$ cat src/rtl/uart_tx_arbiter_if.sv
// Purpose: requester/transmitter side bundle of the UART TX arbiter.
// Latency: none; this is wiring only, every output is registered inside the arbiter.
// Backpressure: req is held until ack; tx_busy from the transmitter stalls issue.
interface uart_tx_arbiter_if #(
    parameter int N_REQ  = 4,
    parameter int DATA_W = 8
);
    localparam int GID_W = $clog2(N_REQ);

    // requester side
    logic [N_REQ-1:0]        req;
    logic [N_REQ*DATA_W-1:0] req_data;
    logic [N_REQ-1:0]        req_last;
    logic [N_REQ-1:0]        ack;

    // transmitter side
    logic                    tx_we;
    logic [DATA_W-1:0]       tx_data;
    logic                    tx_busy;

    // status
    logic [GID_W-1:0]        grant_id;
    logic                    locked;

    // master: the surrounding system (requesters plus the transmitter)
    modport master (
        output req, req_data, req_last, tx_busy,
        input  ack, tx_we, tx_data, grant_id, locked
    );

    // slave: the arbiter itself
    modport slave (
        input  req, req_data, req_last, tx_busy,
        output ack, tx_we, tx_data, grant_id, locked
    );
endinterface

$ cat src/rtl/uart_tx_arbiter.sv
// Purpose: round-robin arbiter sharing one UART transmitter between N_REQ byte sources, with packet lock.
// Latency: req sampled in IDLE with tx_busy low at cycle t gives tx_we and ack at t+1.
// Backpressure: nothing issues while tx_busy is high; bytes spaced 3 cycles plus busy time; stalled lock times out.
module uart_tx_arbiter #(
    parameter int N_REQ        = 4,
    parameter int DATA_W       = 8,
    parameter int LOCK_TIMEOUT = 16
) (
    input  logic                clk,
    input  logic                rst,
    uart_tx_arbiter_if.slave    bus
);
    localparam int GID_W = $clog2(N_REQ);
    localparam int CNT_W = $clog2(LOCK_TIMEOUT + 1);

    localparam logic [1:0] S_IDLE   = 2'd0;
    localparam logic [1:0] S_ISSUE  = 2'd1;
    localparam logic [1:0] S_SETTLE = 2'd2;
    localparam logic [1:0] S_DRAIN  = 2'd3;

    logic [1:0]        r_state;
    logic [GID_W-1:0]  r_rr_ptr;
    logic [GID_W-1:0]  r_grant_id;
    logic              r_locked;
    logic              r_last_q;
    logic              r_tx_we;
    logic [DATA_W-1:0] r_tx_data;
    logic [N_REQ-1:0]  r_ack;
    logic [CNT_W-1:0]  r_idle_cnt;

    logic              w_sel_vld;
    logic [GID_W-1:0]  w_sel_idx;
    logic [N_REQ-1:0]  w_sel_onehot;
    logic [DATA_W-1:0] w_sel_data;
    logic              w_sel_last;
    logic              w_to_cond;
    logic              w_to_expire;

    // Index after i, wrapping at N_REQ (which need not be a power of two).
    function automatic logic [GID_W-1:0] f_next(input logic [GID_W-1:0] i);
        if (i == GID_W'(N_REQ - 1)) begin
            return '0;
        end
        return i + GID_W'(1);
    endfunction

    // Requester selection: the locked owner only, else first set req scanning up from rr_ptr.
    always_comb begin
        int unsigned v_idx;
        w_sel_vld = 1'b0;
        w_sel_idx = '0;
        v_idx     = 0;
        if (r_locked) begin
            w_sel_vld = bus.req[r_grant_id];
            w_sel_idx = r_grant_id;
        end else begin
            for (int k = N_REQ - 1; k >= 0; k--) begin
                v_idx = int'(r_rr_ptr) + k;
                if (v_idx >= N_REQ) begin
                    v_idx = v_idx - N_REQ;
                end
                // descending scan so the closest hit to rr_ptr is written last and wins
                if (bus.req[v_idx]) begin
                    w_sel_vld = 1'b1;
                    w_sel_idx = v_idx[GID_W-1:0];
                end
            end
        end
    end

    // Data/last mux and one-hot ack vector for the selected requester.
    always_comb begin
        w_sel_onehot            = '0;
        w_sel_onehot[w_sel_idx] = 1'b1;
        w_sel_data              = bus.req_data[w_sel_idx*DATA_W +: DATA_W];
        w_sel_last              = bus.req_last[w_sel_idx];
    end

    // The lock owner counts as stalled only while we sit in IDLE without its request.
    assign w_to_cond   = (r_state == S_IDLE) && r_locked && !bus.req[r_grant_id];
    assign w_to_expire = w_to_cond && (r_idle_cnt == CNT_W'(LOCK_TIMEOUT - 1));

    // Stall counter for the lock owner; any non-stalled cycle restarts it.
    always_ff @(posedge clk) begin
        if (rst) begin
            r_idle_cnt <= '0;
        end else if (!w_to_cond || w_to_expire) begin
            r_idle_cnt <= '0;
        end else begin
            r_idle_cnt <= r_idle_cnt + CNT_W'(1);
        end
    end

    // Main sequencer: select in IDLE, strobe in ISSUE, skip the busy-rise cycle, drain.
    always_ff @(posedge clk) begin
        if (rst) begin
            r_state    <= S_IDLE;
            r_rr_ptr   <= '0;
            r_grant_id <= '0;
            r_locked   <= 1'b0;
            r_last_q   <= 1'b0;
            r_tx_we    <= 1'b0;
            r_tx_data  <= '0;
            r_ack      <= '0;
        end else begin
            // strobes are single-cycle by default
            r_tx_we <= 1'b0;
            r_ack   <= '0;
            case (r_state)
                S_IDLE: begin
                    if (w_to_expire) begin
                        // stalled packet: reopen arbitration after the owner
                        r_locked <= 1'b0;
                        r_rr_ptr <= f_next(r_grant_id);
                    end else if (!bus.tx_busy && w_sel_vld) begin
                        r_tx_data  <= w_sel_data;
                        r_last_q   <= w_sel_last;
                        r_grant_id <= w_sel_idx;
                        r_tx_we    <= 1'b1;
                        r_ack      <= w_sel_onehot;
                        r_state    <= S_ISSUE;
                    end
                end
                S_ISSUE: begin
                    if (r_last_q) begin
                        r_locked <= 1'b0;
                        r_rr_ptr <= f_next(r_grant_id);
                    end else begin
                        r_locked <= 1'b1;
                    end
                    r_state <= S_SETTLE;
                end
                S_SETTLE: begin
                    // the transmitter raises tx_busy only now, so it is not trusted yet
                    r_state <= S_DRAIN;
                end
                default: begin
                    if (!bus.tx_busy) begin
                        r_state <= S_IDLE;
                    end
                end
            endcase
        end
    end

    assign bus.tx_we    = r_tx_we;
    assign bus.tx_data  = r_tx_data;
    assign bus.ack      = r_ack;
    assign bus.grant_id = r_grant_id;
    assign bus.locked   = r_locked;

endmodule

$ cat src/flat_wrapper.sv
// flat-port wrapper written by rule: the top's interface ports become plain ports
module uart_tx_arbiter_flat 
#(
    parameter int N_REQ        = 4,
    parameter int DATA_W       = 8,
    parameter int LOCK_TIMEOUT = 16
)
  (clk, rst, bus_req, bus_req_data, bus_req_last, bus_tx_busy, bus_ack, bus_tx_we, bus_tx_data, bus_grant_id, bus_locked);
  uart_tx_arbiter_if #(.N_REQ(N_REQ), .DATA_W(DATA_W)) bus_i ();
  input  logic clk;
  input  logic rst;
  input wire logic [$bits(bus_i.req)-1:0] bus_req;
  input wire logic [$bits(bus_i.req_data)-1:0] bus_req_data;
  input wire logic [$bits(bus_i.req_last)-1:0] bus_req_last;
  input wire logic [$bits(bus_i.tx_busy)-1:0] bus_tx_busy;
  output wire logic [$bits(bus_i.ack)-1:0] bus_ack;
  output wire logic [$bits(bus_i.tx_we)-1:0] bus_tx_we;
  output wire logic [$bits(bus_i.tx_data)-1:0] bus_tx_data;
  output wire logic [$bits(bus_i.grant_id)-1:0] bus_grant_id;
  output wire logic [$bits(bus_i.locked)-1:0] bus_locked;
  assign bus_i.req = bus_req;
  assign bus_i.req_data = bus_req_data;
  assign bus_i.req_last = bus_req_last;
  assign bus_i.tx_busy = bus_tx_busy;
  assign bus_ack = bus_i.ack;
  assign bus_tx_we = bus_i.tx_we;
  assign bus_tx_data = bus_i.tx_data;
  assign bus_grant_id = bus_i.grant_id;
  assign bus_locked = bus_i.locked;
  uart_tx_arbiter #(.N_REQ(N_REQ), .DATA_W(DATA_W), .LOCK_TIMEOUT(LOCK_TIMEOUT)) u_core (.clk(clk), .rst(rst), .bus(bus_i));
endmodule
$ cat config.mk
export PLATFORM = sky130hd
export DESIGN_NAME = uart_tx_arbiter_flat
export DESIGN_NICKNAME = d
export VERILOG_FILES = /design/src/rtl/uart_tx_arbiter_if.sv /design/src/rtl/uart_tx_arbiter.sv /design/src/flat_wrapper.sv
export SDC_FILE = /design/constraint.sdc
export NUM_CORES = 1
export LEC_CHECK = 0
export ABC_AREA = 1
export CAP_MARGIN = 30
export CORE_ASPECT_RATIO = 0.6
export CORE_UTILIZATION = 40
export CTS_CLUSTER_SIZE = 24
export DETAILED_ROUTE_END_ITERATION = 16
export PLACE_DENSITY = 0.72
export SYNTH_ARGS = -nofsm -noshare
export SYNTH_HDL_FRONTEND = slang
export SYNTH_SLANG_ARGS = --single-unit
$ cat constraint.sdc
create_clock -name clk -period 2.3 [get_ports clk]
set_clock_uncertainty 0.05 [all_clocks]
set_input_delay 0.23 -clock clk [delete_from_list [all_inputs] [get_ports clk]]
set_output_delay 0.23 -clock clk [all_outputs]
set_load 0.03 [all_outputs]
==> flow_metrics.env <==
export IMPL_antenna_found_initial=0
export IMPL_grt_max_degree=24
export IMPL_syn_inst=246
export IMPL_synth_seq_cells=26
export IMPL_path_delay_family="simple AND/OR/NAND/NOR gates"
export IMPL_final_common_cell="clkdlybuf4s50_1"
export IMPL_io_buffers=58
export IMPL_setup_worst_path_start="u_core.r_rr_ptr[1]"
export IMPL_finalMaxSlewViolations=0
export IMPL_grt_use_total_pct=20.6
export IMPL_utilization_pct=61.9
export IMPL_cts_htree_levels=1
export IMPL_die_h_um=52.2
export IMPL_cts_root_buf="clkbuf_8"
export IMPL_grt_pass1_vias=1570
export IMPL_ios=59
export IMPL_hold_ws_ns=0.404
export IMPL_drt_initial_drc_count=115
export IMPL_cp_max_fo=19
export IMPL_yosysWarningCount=0
export IMPL_postLayoutCellArea_um2=2370
export IMPL_postSynthAreaPerCell_um2=6.82
export IMPL_layout_drive_gt1_share_pct=10.9
export IMPL_routed_via_count=1761
export IMPL_worstPathArrival_ns=2.16
export IMPL_crit_type="reg2reg"
export IMPL_timing_final_crit_period_ns=2.01
export IMPL_cpPeakStageDelay_ns=0.46
export IMPL_numCtsBuffers=3
export IMPL_synth_top_area_share_pct=31.0
export IMPL_drt_first_pass_iters=4
export IMPL_fin_ws_ns=0.291
export IMPL_clkTransAtPathRegs_ns=0.08
export IMPL_die_x_um=85.6
export IMPL_yosysTopAreaCell="dfxtp_1"
export IMPL_endpoint_kind="register"
export IMPL_globalRouteOverflowTotal=0
export IMPL_cp_required_ns=2.45
export IMPL_clock_sinks=26
export IMPL_grt_pass1_wl_um=7240
export IMPL_power_density_nw_per_um2=1260
export IMPL_rsz0062_at_grt="false"
export IMPL_fmax_mhz=498
export IMPL_wl_per_cell_um=12.6
export IMPL_setup_viol=0
export IMPL_core_area_um2=3830
export IMPL_run_status="finished clean"
export IMPL_critPathSlowestCell="dfxtp_1"
export IMPL_start_kind="register"
export IMPL_dieArea_um2=4460
export IMPL_crit_chain="inv_2, nand2_1, nand2_1, nand2_1, nand3_1, nor2_2, nor2_2, nor2_4, nand4_1, nand3_1, nor2_1, nor2_1"
export IMPL_ys_seq_area_share_pct=31.0
export IMPL_synth_area_leaders="dfxtp_1 31%, nand3_1 10%, nand2_1 8.5%, nor2_1 7.8%, nand4_1 7.1%"
export IMPL_gp_congestion=0.889
export IMPL_drc=0
export IMPL_cts_tree="built"
export IMPL_antenna_cells=0
export IMPL_synth_cell_types=29
export IMPL_viasPerCell=5.03
export IMPL_vdd_ir_drop_max_mv=0.660
export IMPL_layout_common_cells="58 x clkdlybuf4s50_1, 38 x nand2_1, 35 x nor2_1, 35 x nand3_1, 26 x dfxtp_1"
export IMPL_finalPower_mw=2.99
export IMPL_syn_area_um2=1680
export IMPL_min_from="u_core.r_idle_cnt[0]"
export IMPL_p_leak_nw=1.00
export IMPL_worst_pin_slew_ns=0.458
export IMPL_tns_ns=0
export IMPL_clockBufferDepth=2
export IMPL_clk_latency_ns=0.27
export IMPL_drv_cap=0
export IMPL_post_dp_cell_area_um2=2300
export IMPL_fin_cells=350
export IMPL_cts_setup_buffers=0
export IMPL_synth_nets=296
export IMPL_place_ws_ns=0.0948
export IMPL_fin_crit_sh_pct=87.3
export IMPL_ant_nets=0
export IMPL_num_rows=17
export IMPL_routed_wl_um=4410
export IMPL_dp_cells=346
export IMPL_area_growth_pct=41.4
export IMPL_hpwl_um=3320
export IMPL_initial_utilization_pct=43.8
export IMPL_holdBufCountCts=0
export IMPL_final_hold_viol_count=0
export IMPL_max_slew_margin_rel_pct=69.2
export IMPL_holdCritPathClass="reg2reg"
export IMPL_num_nets_final=354
export IMPL_cp_num_buf_inv=1
export IMPL_cpMostUsedCell="nand2_1"
export IMPL_worstReg2RegStart="u_core.r_rr_ptr[1]"
export IMPL_cts_resized=0
-- cell type report --
type / count / area, um2
Clock buffer: 3 / 41.3
Clock inverter: 1 / 30.0
Fill cell: 335 / 1460
Inverter: 23 / 91.3
Multi-Input combinational cell: 185 / 983
Sequential cell: 26 / 520
Tap cell: 47 / 58.8
Timing Repair Buffer: 65 / 646
-- cell usage after synthesis (all sizes together) --
master   n
nand2   47
nor2    40
nand3   39
dfxtp   26
inv     23
nand4   19
o21ai   18
buf     11
a21oi    9
ha       7
nor3     2
a211oi   1
clkbuf   1
nor3b    1
o211a    1
xor2     1
-- sequential cells by signal, indices dropped and copies added, names as in the netlist --
signal	cells
u_core.bus.locked	1
u_core.r_state	2
u_core.bus.tx_we	1
u_core.r_rr_ptr	2
u_core.r_last_q	1
u_core.bus.tx_data	8
u_core.bus.ack	4
u_core.r_idle_cnt	5
u_core.bus.grant_id	2
-- worst paths after layout --
kind	end	slack, ns	depth (start not counted)
max	u_core.bus.tx_data[0]	0.29	12
min	u_core.r_idle_cnt[0]	0.40	1
max reg2reg	u_core.bus.tx_data[0]	0.29	12
min reg2reg	u_core.r_idle_cnt[0]	0.40	1
-- worst reg2reg max path, stage by stage (launching register included) --
cell and delay [ns]:
dfxtp_1 0.46, inv_2 0.10, nand2_1 0.07, nand2_1 0.08, nand2_1 0.11, nand3_1 0.09, nor2_2 0.15, nor2_2 0.07
nor2_4 0.34, nand4_1 0.15, nand3_1 0.11, nor2_1 0.05, nor2_1 0.11
-- cells by family (layout without fill, tap and decap cells) --
kind of cell,Yosys count,count (layout),synth area share (%)
buf+inv,35,92,10.3
compound gates,29,29,9.33
fa+ha+maj,7,7,5.22
flops,26,26,31.0
simple gates,148,148,43.6
xor+xnor,1,1,0.522
-- metal layers --
metal  part of all wire [%]  wire length (um)  global-route usage, %
met4                  0.091                 4                   1.67
met5                      0                 0                      0
met2                     41              1800                   32.1
met3                    8.3               367                   4.92
met1                     51              2230                   29.9
-- report_power, final --
group | total [mW] | leakage [nW] | internal (mW) | switching, mW
Sequential | 0.685 | 0.213 | 0.581 | 0.103
Clock | 0.374 | 0.0357 | 0.233 | 0.142
Combinational | 1.93 | 0.754 | 0.735 | 1.20
No activity file was read; power rests on OpenSTA's default activity.
